File: config.mk
export PLATFORM = sky130hd
export DESIGN_NAME = audio_decimator_mc
export DESIGN_NICKNAME = d
export VERILOG_FILES = /design/src/rtl/audio_dec_pkg.sv /design/src/rtl/audio_decimator_chan.sv /design/src/rtl/audio_decimator_mc.sv
export SDC_FILE = /design/constraint.sdc
export NUM_CORES = 1
export LEC_CHECK = 0
export CORE_MARGIN = 2
export CORE_UTILIZATION = 35
export DETAILED_ROUTE_END_ITERATION = 12
export GPL_ROUTABILITY_DRIVEN = 1
export PLACE_DENSITY = 0.56
export SLEW_MARGIN = 15
export SYNTH_ARGS = -nofsm -noshare
export SYNTH_HDL_FRONTEND = slang
export SYNTH_SLANG_ARGS = --single-unit
File: constraint.sdc
create_clock -name clk_i -period 6.5 [get_ports clk_i]
set_input_delay 1.3 -clock clk_i [delete_from_list [all_inputs] [get_ports clk_i]]
set_output_delay 1.3 -clock clk_i [all_outputs]
set_load 0.01 [all_outputs]
File: src/rtl/audio_dec_pkg.sv
// Shared constants and helpers for the multi-channel audio decimator.
package audio_dec_pkg;

  localparam logic MODE_HOLD = 1'b0;
  localparam logic MODE_AVG  = 1'b1;

  localparam int unsigned DEF_DATA_W   = 16;
  localparam int unsigned DEF_CHANNELS = 2;
  localparam int unsigned DEF_MAX_LOG2 = 12;

  // Requested exponents beyond the accumulator headroom saturate to the largest supported one.
  function automatic int unsigned clamp_log2(input int unsigned req, input int unsigned max_log2);
    return (req > max_log2) ? max_log2 : req;
  endfunction

endpackage

File: src/rtl/audio_decimator_chan.sv
// One channel of the decimator: boxcar accumulator plus registered output sample.
module audio_decimator_chan
  import audio_dec_pkg::*;
#(
  parameter int unsigned DataW   = 16,
  parameter int unsigned MaxLog2 = 12,
  parameter int unsigned LogW    = 4
) (
  input  logic             clk_i,
  input  logic             rst_ni,
  input  logic             advance_i,
  input  logic             first_i,
  input  logic             last_i,
  input  logic             clear_i,
  input  logic             mode_i,
  input  logic [LogW-1:0]  shift_i,
  input  logic [DataW-1:0] sample_i,
  output logic [DataW-1:0] sample_o
);

  localparam int unsigned AccW = DataW + MaxLog2;

  logic signed [AccW-1:0] acc_q, acc_d;
  logic signed [AccW-1:0] sum;
  logic [DataW-1:0]       out_q, out_d;

  always_comb begin
    // A block start never sees an old partial sum, so mode/factor switches carry no residue.
    sum   = (first_i ? '0 : acc_q) + {{MaxLog2{sample_i[DataW-1]}}, sample_i};
    acc_d = acc_q;
    out_d = out_q;
    if (advance_i) begin
      acc_d = (last_i || (mode_i == MODE_HOLD)) ? '0 : sum;
      if ((mode_i == MODE_HOLD) && first_i) begin
        out_d = sample_i;
      end
      if ((mode_i == MODE_AVG) && last_i) begin
        out_d = DataW'(sum >>> shift_i);
      end
    end else if (clear_i) begin
      acc_d = '0;
    end
  end

  always_ff @(posedge clk_i or negedge rst_ni) begin
    if (!rst_ni) begin
      acc_q <= '0;
      out_q <= '0;
    end else begin
      acc_q <= acc_d;
      out_q <= out_d;
    end
  end

  assign sample_o = out_q;

endmodule

File: src/rtl/audio_decimator_mc.sv
// Multi-channel power-of-two audio decimator; output keeps the input frame rate.
module audio_decimator_mc
  import audio_dec_pkg::*;
#(
  parameter int unsigned DATA_W   = DEF_DATA_W,
  parameter int unsigned CHANNELS = DEF_CHANNELS,
  parameter int unsigned MAX_LOG2 = DEF_MAX_LOG2,
  localparam int unsigned LogW    = $clog2(MAX_LOG2 + 1)
) (
  input  logic                       clk_i,
  input  logic                       rst_ni,
  input  logic                       in_valid_i,
  input  logic [CHANNELS*DATA_W-1:0] aud_in_i,
  input  logic [LogW-1:0]            factor_log2_i,
  input  logic                       mode_i,
  input  logic                       sync_clr_i,
  output logic                       out_valid_o,
  output logic [CHANNELS*DATA_W-1:0] aud_out_o,
  output logic                       dec_pulse_o
);

  logic [MAX_LOG2-1:0] cnt_q, cnt_d, cnt_cur, blk_mask;
  logic [LogW-1:0]     log2_q, log2_d, log2_req, log2_cur;
  logic                mode_q, mode_d, mode_cur;
  logic                first, last;
  logic                out_valid_d, out_valid_q;
  logic                dec_pulse_d, dec_pulse_q;

  always_comb begin
    first    = sync_clr_i || (cnt_q == '0);
    log2_req = LogW'(clamp_log2(32'(factor_log2_i), MAX_LOG2));
    // Factor and mode only take effect on the opening frame of a block.
    log2_cur = first ? log2_req : log2_q;
    mode_cur = first ? mode_i : mode_q;
    cnt_cur  = sync_clr_i ? '0 : cnt_q;
    for (int i = 0; i < int'(MAX_LOG2); i++) begin
      blk_mask[i] = (i < int'(log2_cur));
    end
    last = (cnt_cur == blk_mask);

    cnt_d  = cnt_q;
    log2_d = log2_q;
    mode_d = mode_q;
    if (in_valid_i) begin
      cnt_d = last ? '0 : cnt_cur + 1'b1;
      if (first) begin
        log2_d = log2_req;
        mode_d = mode_i;
      end
    end else if (sync_clr_i) begin
      cnt_d = '0;
    end

    out_valid_d = in_valid_i;
    dec_pulse_d = in_valid_i && ((mode_cur == MODE_AVG) ? last : first);
  end

  always_ff @(posedge clk_i or negedge rst_ni) begin
    if (!rst_ni) begin
      cnt_q       <= '0;
      log2_q      <= '0;
      mode_q      <= MODE_HOLD;
      out_valid_q <= 1'b0;
      dec_pulse_q <= 1'b0;
    end else begin
      cnt_q       <= cnt_d;
      log2_q      <= log2_d;
      mode_q      <= mode_d;
      out_valid_q <= out_valid_d;
      dec_pulse_q <= dec_pulse_d;
    end
  end

  for (genvar g = 0; g < int'(CHANNELS); g++) begin : gen_chan
    audio_decimator_chan #(
      .DataW  (DATA_W),
      .MaxLog2(MAX_LOG2),
      .LogW   (LogW)
    ) u_chan (
      .clk_i    (clk_i),
      .rst_ni   (rst_ni),
      .advance_i(in_valid_i),
      .first_i  (first),
      .last_i   (last),
      .clear_i  (sync_clr_i),
      .mode_i   (mode_cur),
      .shift_i  (log2_cur),
      .sample_i (aud_in_i[g*DATA_W +: DATA_W]),
      .sample_o (aud_out_o[g*DATA_W +: DATA_W])
    );
  end

  assign out_valid_o = out_valid_q;
  assign dec_pulse_o = dec_pulse_q;

endmodule

==> impl_metrics.csv, run 1 <==
group,metric,value,unit
layout,nets,1500,
setup_path,cp_cell_sequence,"clkdlybuf4s50_1 > a31oi_4 > buf_12 > and2_1 > ha_1 > a211oi_1 > o21ai_0 > a211o_1 > and4_1 > a2111oi_0 > a221oi_1 > nor2_1 > a211oi_1 > or4_1 > a21oi_1",
timing,post-route-min-period,5.565,ns
detailed_routing,wl_per_cell,21.36,µm
power,p_sw_share,41.14,%
logic_synthesis,netlist.area_leader.share,24.95,%
logic_synthesis,yosys-top-cells-area,"dfrtp_1 (25%), ha_1 (6.4%), a21oi_1 (6.1%)",
worst_hold_path,hold_class,"reg -> reg",
timing,fmax,0.1797,GHz
logic_synthesis,netlist_instances,1379,
die,die_w,179.1,µm
power,power_frac_comb,44.6,%
logic_synthesis,async_reset_ff_share,100.0,%
clocking,insertion_delay,0.38,ns
placed_design,dp_slack,0.5498,ns
layout,final_cell_mix,"nand2_1 (136), a21oi_1 (130), nor2_1 (120)",
global_routing,grt-ovfl-total,0,
timing,slew_headroom,28.80,%
layout,fillCellCount,3138,
setup_path,crit_top_cell,"a211oi_1",
global_routing,grt_pass1_wl,61130,µm
layout,layout-drive-gt1-share,5.828,%
setup_path,cp-start-kind,"primary input",
detailed_routing,totalWireLength,38520,µm
power,p_per_area,207.6,nW/µm²
global_routing,grt_pass1_vias,10530,
setup_path,critical_path.top_delay_family,"compound AO/OA/AOI/OAI gates",
layout,syn2layout_area_growth,13.81,%
power,leakage,5.076,nW
die,die-height,179.1,µm
setup_path,worst_ep_arrival_time,5.87,ns
die,ios,75,
setup_path,critPathBufInv,2,
logic_synthesis,synth_top_cell_by_area,"dfrtp_1",
global_routing,antenna_found_initial,0,
logic_synthesis,ys_seq_area_share,24.95,%
detailed_routing,dr.pass1.iters,5,
logic_synthesis,synth_warnings,0,
timing,fin_skew,0.008796,ns
flow_run,maxCapViolCount,0,
die,core,30430,µm²
detailed_routing,vias_per_cell,6.149,
power,p_clk_share,23.8,%
power,pwr-share-seq,31.6,%
setup_path,critPathKind,"in -> reg",
clocking,clockBufferDepth,2,
timing,final.setup.worst_slack,0.9355,ns
placed_design,port_buffers,74,
power,power.internal,1.493,mW
status,status,"completed",
setup_path,slowest_delay,0.65,ns
global_routing,grt_max_degree,61,
clocking,cts_tree,"yes",
logic_synthesis,synth-main-ff-cell,"dfrtp_1",
clocking,post-cts-setup-buffer-count,0,
clocking,cts_buffers,9,
clocking,ctsHoldBuffers,0,
timing,setup_viol,0,
detailed_routing,first_iter_violations,1180,
placed_design,placed_area,11910,µm²
logic_synthesis,post_synth.cell_area_avg,7.783,µm²
detailed_routing,via_count,11090,
logic_synthesis,syn_area,10730,µm²
timing,setup-tns-final,0,ns
timing,slew_viol_final,0,
die,rows,64,
clocking,cts.reportedPaths.clkPinSlew,0.08,ns
clocking,root_buffer,"clkbuf_16",
timing,min_period_over_period,85.61,%
setup_path,cpMaxStageDelayCell,"a2111oi_0",
placed_design,hpwl,27580,µm
setup_path,crit_required,6.81,ns
power,vdd_drop_max,119.2,µV
logic_synthesis,synth-edff-count,0,
detailed_routing,drt.antenna.violating_nets,0,
die,die_area,32080,µm²
clocking,cts_resized,0,
layout,final_area,12220,µm²
global_routing,grtUsageTotal,24.48,%
clocking,htreeDepth,3,
timing,hold_viol,0,
setup_path,critPathCaptureType,"register",
logic_synthesis,synth_nets,1477,
layout,layout_commonest_cell,"nand2_1",
timing,tightestPinTransition,1.060,ns
timing,rsz0062_at_grt,"no",
logic_synthesis,ys_ff_latch,107,
placed_design,place.gp.congestion,0.9558,
power,switchingPower,1.043,mW
setup_path,worstPathMaxFanout,60,
clocking,clock-sinks,107,
detailed_routing,drc,0,
logic_synthesis,synth_cell_types,79,
die,start_util,35.27,%
layout,n_antenna_cell,0,
-- sequential cells by signal, indices dropped and copies added, names as in the netlist --
signal	count
mode_q	1
cnt_q	12
gen_chan.u_chan.acc_q	56
gen_chan.u_chan.sample_o	32
log2_q	4
out_valid_o	1
dec_pulse_o	1
-- power by group through the flow --
stage / Clock [mW] / Combinational (mW) / Sequential, mW
6_report: 0.604 / 1.13 / 0.801
2_1_floorplan: 0 / 0.709 / 0.810
4_1_cts: 0.621 / 1.12 / 0.800
3_3_place_gp: 0 / 1.11 / 0.813
5_1_grt: 0.638 / 1.24 / 0.811
3_5_place_dp: 0 / 1.11 / 0.811
-- layer usage --
layer  share of wire (%)  wire length [µm]  vias up  track usage [%]
li1                    -                 -     5264                -
met1                  48             18570     5294            36.62
met2                  43             16380      457            35.83
met3                 6.7              2579       71            3.796
met4                 2.6               986        0            7.426
met5                   0                 0        -                0
-- Yosys cell counts (all sizes together), types with 21 or more instances --
library cell / instances
buf: 21
clkbuf: 74
ha: 55
a211oi: 32
and3: 21
dfrtp: 107
nand2: 137
xor2: 25
and2: 69
mux2i: 48
nor2: 122
a22o: 42
a21oi: 130
nor3: 27
nand3: 30
o211ai: 37
xnor2: 31
o21ai: 95
-- final cells by class --
class,instances,area (µm²),area share (%)
clock inverters,5,60.06,0.4917
well taps,396,495.5,4.056
repair buffers,107,998.5,8.174
clock buffers,11,242.7,1.987
inverters,17,65.06,0.5326
multi-input cells,1160,7676,62.84
flip-flops and latches,107,2678,21.92
-- through the flow --
step	utilization [%]	total power, mW	hold slack [ns]	cells
5_1_grt	40.14	2.687	0.4912	1803
6_report	40.14	2.536	0.4740	1803
3_5_place_dp	39.15	1.922	0.4621	1787
2_1_floorplan	-	1.519	0.4418	1379
4_1_cts	40.14	2.538	0.4801	1803
3_3_place_gp	39.15	1.923	0.4576	1787
-- final timing paths --
check / start / endpoint / slack (ns) / cells past startpoint
worst max-delay path: sync_clr_i / gen_chan[0].u_chan.sample_o[10]$_DFFE_PN0P_ / 0.94 / 15
worst min-delay path: gen_chan[0].u_chan.acc_q[21]$_DFFE_PN0P_ / gen_chan[0].u_chan.acc_q[21]$_DFFE_PN0P_ / 0.47 / 2
worst max register to register: cnt_q[10]$_DFF_PN0_ / gen_chan[0].u_chan.sample_o[13]$_DFFE_PN0P_ / 1.11 / 15
worst min register to register: gen_chan[0].u_chan.acc_q[21]$_DFFE_PN0P_ / gen_chan[0].u_chan.acc_q[21]$_DFFE_PN0P_ / 0.47 / 2
max in group asynchronous: rst_ni / gen_chan[0].u_chan.acc_q[15]$_DFFE_PN0P_ / 4.20 / 2
min in group asynchronous: rst_ni / cnt_q[6]$_DFF_PN0_ / 0.98 / 1
-- cell families (layout without fill, tap and decap cells) --
group                      Yosys count  count (layout)  share of synthesized area (%)
AOI/OAI and AO/OA                  510             510                          32.26
xor gates and xnor gates            56              56                          4.570
adders and majority gates           58              58                          6.878
buffers and inverters              112             140                          4.173
DFF                                107             107                          24.95
muxes                               59              59                          5.666
and+or+nand+nor                    477             477                          21.51
-- worst reg2reg max path, cell delays in order, from the launching register on --
cell and delay (ns):
dfrtp_1 0.48, nor4_1 0.70, a31oi_4 0.19, buf_12 0.24
and2_1 0.23, ha_1 0.41, a21oi_1 0.21, a211oi_1 0.31
nand2_1 0.19, a21boi_0 0.74, o211ai_1 0.35, a211oi_1 0.52
o211ai_1 0.16, o211a_1 0.16, a311o_1 0.31, a21oi_1 0.12
Power figures use the tool's default switching activity.
==> run 2: changes to the inputs <==
Settings changed: CORE_UTILIZATION 35 to 60, PLACE_DENSITY 0.56 to 0.85.
==> impl_metrics.csv, run 2 (synthesized netlist as in run 1, its figures left out) <==
group,metric,value,unit
layout,largest_reg_flops,56,
clocking,root_buffer,"clkbuf_16",
global_routing,grt-ovfl-total,0,
power,power.internal,1.456,mW
power,pwr-share-seq,31.6,%
layout,nets,1493,
global_routing,met1_usage,56.33,%
power,switchingPower,1.069,mW
detailed_routing,wl_per_cell,22.60,µm
timing,slew_headroom,30.18,%
timing,fin_skew,0.01826,ns
clocking,cts.reportedPaths.clkPinSlew,0.09,ns
die,core,17420,µm²
placed_design,port_buffers,74,
global_routing,grt_max_degree,61,
layout,fillCellCount,1460,
setup_path,reg2regPathDepth,16,
setup_path,worstPathMaxFanout,60,
setup_path,critPathKind,"in -> reg",
detailed_routing,drt.antenna.violating_nets,0,
setup_path,worstReg2RegStart,"cnt_q[10]$_DFF_PN0_",
detailed_routing,dr.pass1.iters,6,
timing,post-route-min-period,5.704,ns
setup_path,cp_cell_sequence,"clkdlybuf4s50_1 > a31oi_4 > buf_12 > and2_1 > ha_1 > fa_1 > a211oi_1 > o21ai_0 > a211oi_1 > o21bai_1 > xor2_1 > o22ai_1 > a2111oi_0 > a211oi_1 > a211o_1 > a21oi_1",
worst_hold_path,hp-start,"gen_chan[0].u_chan.acc_q[2]$_DFFE_PN0P_",
clocking,cts_buffers,9,
timing,slew_viol_final,0,
placed_design,hpwl,26280,µm
setup_path,slowest_delay,0.78,ns
die,ios,75,
setup_path,worst_ep_arrival_time,6.01,ns
timing,setup_viol,0,
clocking,insertion_delay,0.38,ns
global_routing,grt.busiest_layer,"met2",
die,die_area,18970,µm²
clocking,htreeDepth,3,
die,die_w,137.7,µm
detailed_routing,vias_per_cell,7.145,
setup_path,cp-start-kind,"primary input",
global_routing,grt_pass1_wl,56740,µm
timing,hold_viol,0,
setup_path,critPathCaptureType,"register",
power,p_clk_share,23.5,%
timing,setup-tns-final,0,ns
clocking,clock-sinks,107,
clocking,ctsHoldBuffers,0,
power,power_frac_comb,44.8,%
timing,rsz0062_at_grt,"no",
layout,layout_commonest_cell,"nand2_1",
die,start_util,61.62,%
global_routing,met2_usage,56.41,%
timing,fmax,0.1753,GHz
global_routing,grt_pass1_vias,10360,
setup_path,rrSetupSlack,0.90,ns
flow_run,maxCapViolCount,0,
detailed_routing,drc,0,
timing,tightestPinTransition,1.039,ns
layout,n_antenna_cell,0,
clocking,clockBufferDepth,2,
setup_path,crit_required,6.80,ns
layout,layout-drive-gt1-share,5.286,%
setup_path,reg2reg_to,"gen_chan[1].u_chan.sample_o[6]$_DFFE_PN0P_",
layout,syn2layout_area_growth,11.61,%
detailed_routing,first_iter_violations,1540,
global_routing,antenna_found_initial,0,
worst_hold_path,hold-path-endpoint,"gen_chan[0].u_chan.acc_q[2]$_DFFE_PN0P_",
status,status,"completed",
setup_path,cpMaxStageDelayCell,"a2111oi_0",
timing,whs,0.4807,ns
placed_design,place.gp.congestion,1.006,
global_routing,use_met3,7.248,%
clocking,post-cts-setup-buffer-count,0,
detailed_routing,totalWireLength,36720,µm
layout,regMostFlops,"gen_chan.u_chan.acc_q",
clocking,cts_resized,0,
worst_hold_path,worst_hold_path.num_cells,2,
die,die-height,137.7,µm
worst_hold_path,hold_class,"reg -> reg",
timing,min_period_over_period,87.76,%
setup_path,crit_top_cell,"a211oi_1",
power,leakage,5.055,nW
layout,final_cell_mix,"nand2_1 (136), a21oi_1 (130), nor2_1 (120)",
power,p_per_area,210.7,nW/µm²
power,vdd_drop_max,225.5,µV
global_routing,grtUsageTotal,38.58,%
power,p_sw_share,42.34,%
clocking,cts_tree,"yes",
detailed_routing,via_count,11610,
die,rows,48,
==> run 2: cell types whose count changed in the layout (fill, tap and decap cells not counted), sizes merged <==
cell	delta
buf	-7
bufinv	-1
clkbuf	-2
clkinv	+4
clkinvlp	-1
==> run 2: worst max-delay path by stage <==
| stage | to | startpoint | slack (ns) |
|---|---|---|---|
| floorplan | gen_chan[0].u_chan.sample_o[10]$_DFFE_PN0P_ | sync_clr_i | 1.44 |
| global route | gen_chan[1].u_chan.sample_o[6]$_DFFE_PN0P_ | sync_clr_i | 0.50 |
| global placement | gen_chan[1].u_chan.sample_o[11]$_DFFE_PN0P_ | sync_clr_i | 0.75 |
| detailed placement | gen_chan[1].u_chan.sample_o[11]$_DFFE_PN0P_ | sync_clr_i | 0.63 |
| finish | gen_chan[1].u_chan.sample_o[6]$_DFFE_PN0P_ | sync_clr_i | 0.80 |
| CTS | gen_chan[1].u_chan.sample_o[11]$_DFFE_PN0P_ | sync_clr_i | 1.00 |
==> run 2: metrics by stage <==
step	power [mW]	worst slack (ns)	std cells	util, %	cell area [µm²]
final	2.524	0.7959	1625	68.78	11980
after CTS	2.490	1.003	1625	68.78	11980
after global routing	2.637	0.4966	1625	68.78	11980
after floorplan	1.519	1.443	1379	-	10730
after detailed placement	1.896	0.6277	1609	66.90	11650
after global placement	1.881	0.7518	1609	66.90	11650
==> run 2: final cells by class <==
type / count / area [µm²] / area share (%)
multi-input cells: 1160 / 7670 / 64.03
flip-flops and latches: 107 / 2678 / 22.35
repair buffers: 100 / 958.4 / 8.001
well taps: 225 / 281.5 / 2.350
clock buffers: 9 / 225.2 / 1.880
clock inverters: 7 / 101.3 / 0.8460
inverters: 17 / 65.06 / 0.5431
==> run 2: per-layer routing <==
metal  routed length [µm]  vias to the layer above
met4                 1439                        0
met2                15390                      767
met1                15810                     5469
met5                    0                        -
li1                     -                     5255
met3                 4083                      119
==> run 2: power by group through the flow <==
stage / Sequential (mW) / Clock (mW) / Combinational [mW]
after detailed placement: 0.807 / 0 / 1.09
after global routing: 0.805 / 0.622 / 1.21
final: 0.799 / 0.594 / 1.13
after CTS: 0.796 / 0.599 / 1.09
after floorplan: 0.810 / 0 / 0.709
after global placement: 0.807 / 0 / 1.07
==> run 2: critical path, delay by kind of cell <==
kind	cells	cell delay, ns
compound gates	10	2.81
fa+ha+maj	2	0.65
simple gates	1	0.19
buf+inv	2	0.77
xor+xnor	1	0.24
==> run 3: changes to the inputs <==
Settings changed: SKIP_LAST_GASP set to 1, SYNTH_HIERARCHICAL set to 1.
==> impl_metrics.csv, run 3 <==
group,metric,value,unit
logic_synthesis,synth-main-ff-cell,"dfrtp_1",
setup_path,crit_required,6.78,ns
setup_path,critPathCaptureType,"register",
detailed_routing,via_count,11580,
die,die-height,140.4,µm
logic_synthesis,synth_cell_types,73,
global_routing,antenna_found_initial,0,
logic_synthesis,yosys-top-cells-area,"dfrtp_1 (24%), ha_1 (6.2%), mux2i_1 (5.1%)",
global_routing,grtUsageTotal,36.85,%
status,status,"completed",
clocking,htreeDepth,3,
setup_path,rrSetupSlack,1.26,ns
logic_synthesis,synth_nets,1504,
detailed_routing,totalWireLength,36980,µm
clocking,cts_resized,0,
setup_path,cp-start-kind,"primary input",
timing,slew_headroom,32.00,%
detailed_routing,vias_per_cell,6.983,
die,core,18090,µm²
die,start_util,61.74,%
power,leakage,5.111,nW
detailed_routing,first_iter_violations,1504,
clocking,cts.reportedPaths.clkPinSlew,0.08,ns
placed_design,place.gp.congestion,0.9567,
logic_synthesis,synth-edff-count,0,
clocking,cts_buffers,9,
clocking,root_buffer,"clkbuf_16",
timing,setup_viol,0,
clocking,insertion_delay,0.37,ns
layout,layout_commonest_cell,"nand2_1",
logic_synthesis,synth_commonest_cells,"nand2_1 (144), a21oi_1 (113), dfrtp_1 (107)",
layout,n_antenna_cell,0,
global_routing,grt_pass1_vias,10620,
timing,fmax,0.1773,GHz
logic_synthesis,synth_warnings,6,
timing,rsz0062_at_grt,"no",
timing,post-route-min-period,5.641,ns
logic_synthesis,syn_area,11170,µm²
die,rows,49,
clocking,ctsHoldBuffers,0,
power,vdd_drop_max,179.7,µV
die,die_area,19720,µm²
worst_hold_path,hold_class,"reg -> reg",
clocking,post-cts-setup-buffer-count,0,
setup_path,worst_ep_arrival_time,5.92,ns
clocking,clock-sinks,107,
detailed_routing,drt.antenna.violating_nets,0,
logic_synthesis,netlist_instances,1406,
global_routing,grt-ovfl-total,0,
logic_synthesis,netlist.area_leader.share,23.98,%
timing,slew_viol_final,0,
setup_path,worstPathMaxFanout,23,
placed_design,port_buffers,74,
setup_path,critPathKind,"in -> reg",
layout,utilization,68.18,%
layout,final_cell_mix,"nand2_1 (144), a21oi_1 (113), dfrtp_1 (107)",
timing,hold_viol,0,
logic_synthesis,post_synth.cell_area_avg,7.942,µm²
placed_design,hpwl,27150,µm
logic_synthesis,ys_seq_area_share,23.98,%
clocking,clockBufferDepth,2,
logic_synthesis,ys_ff_latch,107,
layout,largest_reg_flops,56,
timing,setup-tns-final,0,ns
logic_synthesis,synth_most_common_cell,"nand2_1",
timing,min_period_over_period,86.79,%
timing,tightestPinTransition,1.020,ns
logic_synthesis,synth_top_cell_by_area,"dfrtp_1",
layout,syn2layout_area_growth,10.43,%
global_routing,grt_pass1_wl,58020,µm
die,ios,75,
logic_synthesis,async_reset_ff_share,100.0,%
detailed_routing,wl_per_cell,22.30,µm
clocking,cts_tree,"yes",
flow_run,maxCapViolCount,0,
layout,nets,1522,
layout,layout-drive-gt1-share,7.558,%
layout,regMostFlops,"gen_chan.u_chan/acc_q",
timing,fin_skew,0.007640,ns
detailed_routing,dr.pass1.iters,8,
detailed_routing,drc,0,
power,p_per_area,218.9,nW/µm²
die,die_w,140.4,µm
global_routing,grt_max_degree,88,
layout,fillCellCount,1528,
==> run 3: power by group <==
group          internal (mW)  total, mW  switching, mW
Clock                  0.313      0.596          0.283
Combinational          0.510       1.25          0.737
Sequential             0.763      0.857         0.0940
Total                   1.59       2.70           1.11
==> run 3: metal layers <==
metal	wire [µm]	share of wire (%)	GRT usage [%]	vias up
met5	0	0	0	-
li1	-	-	-	5286
met4	825	2.2	8.878	0
met2	15530	42	54.33	770
met1	16310	44	53.88	5438
met3	4312	12	9.846	83
==> run 3: critical path, cell delays in order <==
cell and delay (ns):
clkdlybuf4s50_1 0.46, a41oi_4 0.22, inv_2 0.23, buf_12 0.25
nor2b_1 0.19, ha_1 0.39, a21oi_1 0.30, o21ai_0 0.34
a211oi_1 0.60, o21ai_0 0.22, xor2_1 0.33, inv_1 0.13
mux4_2 0.49, a221o_1 0.32, a211oi_2 0.14
==> run 3: final cells by class <==
type | count | area, µm² | share of cell area, %
Clock inverter | 5 | 60.06 | 0.4870
Clock buffer | 11 | 242.7 | 1.968
Multi-Input combinational cell | 1165 | 7976 | 64.68
Timing Repair Buffer | 97 | 923.4 | 7.488
Tap cell | 229 | 286.5 | 2.323
Sequential cell | 107 | 2678 | 21.71
Inverter | 44 | 165.2 | 1.339
==> run 3: worst paths after layout <==
path | cells past startpoint | to | from
worst max-delay path | 15 | gen_chan[1].u_chan/sample_o[15]$_DFFE_PN0P_ | sync_clr_i
worst max register to register | 15 | gen_chan[0].u_chan/sample_o[10]$_DFFE_PN0P_ | cnt_q[6]$_DFF_PN0_
worst min-delay path | 2 | gen_chan[1].u_chan/acc_q[11]$_DFFE_PN0P_ | gen_chan[1].u_chan/acc_q[11]$_DFFE_PN0P_
max in group asynchronous | 2 | gen_chan[1].u_chan/sample_o[14]$_DFFE_PN0P_ | rst_ni
worst min register to register | 2 | gen_chan[1].u_chan/acc_q[11]$_DFFE_PN0P_ | gen_chan[1].u_chan/acc_q[11]$_DFFE_PN0P_
min in group asynchronous | 1 | cnt_q[5]$_DFF_PN0_ | rst_ni
==> run 3: cells by family (layout without fill, tap and decap cells) <==
logic type	Yosys count	after routing	synth area share, %
mux	94	94	10.05
buf+inv	134	157	4.896
xor+xnor	61	61	4.784
fa+ha+maj	57	57	6.521
flops	107	107	23.98
simple gates	487	487	21.62
compound gates	466	466	28.15
==> run 3: per-stage QoR <==
| stage | instance area, µm² | setup WS, ns | hold WS (ns) | instances | power (mW) |
|---|---|---|---|---|---|
| floorplan | 11170 | 1.295 | 0.4422 | 1406 | 1.635 |
| global placement | 12020 | 0.6642 | 0.4556 | 1642 | 2.050 |
| detailed placement | 12020 | 0.6617 | 0.4664 | 1642 | 2.062 |
| CTS | 12330 | 1.014 | 0.4838 | 1658 | 2.666 |
| global route | 12330 | 0.7182 | 0.4999 | 1658 | 2.822 |
| finish | 12330 | 0.8586 | 0.4815 | 1658 | 2.700 |
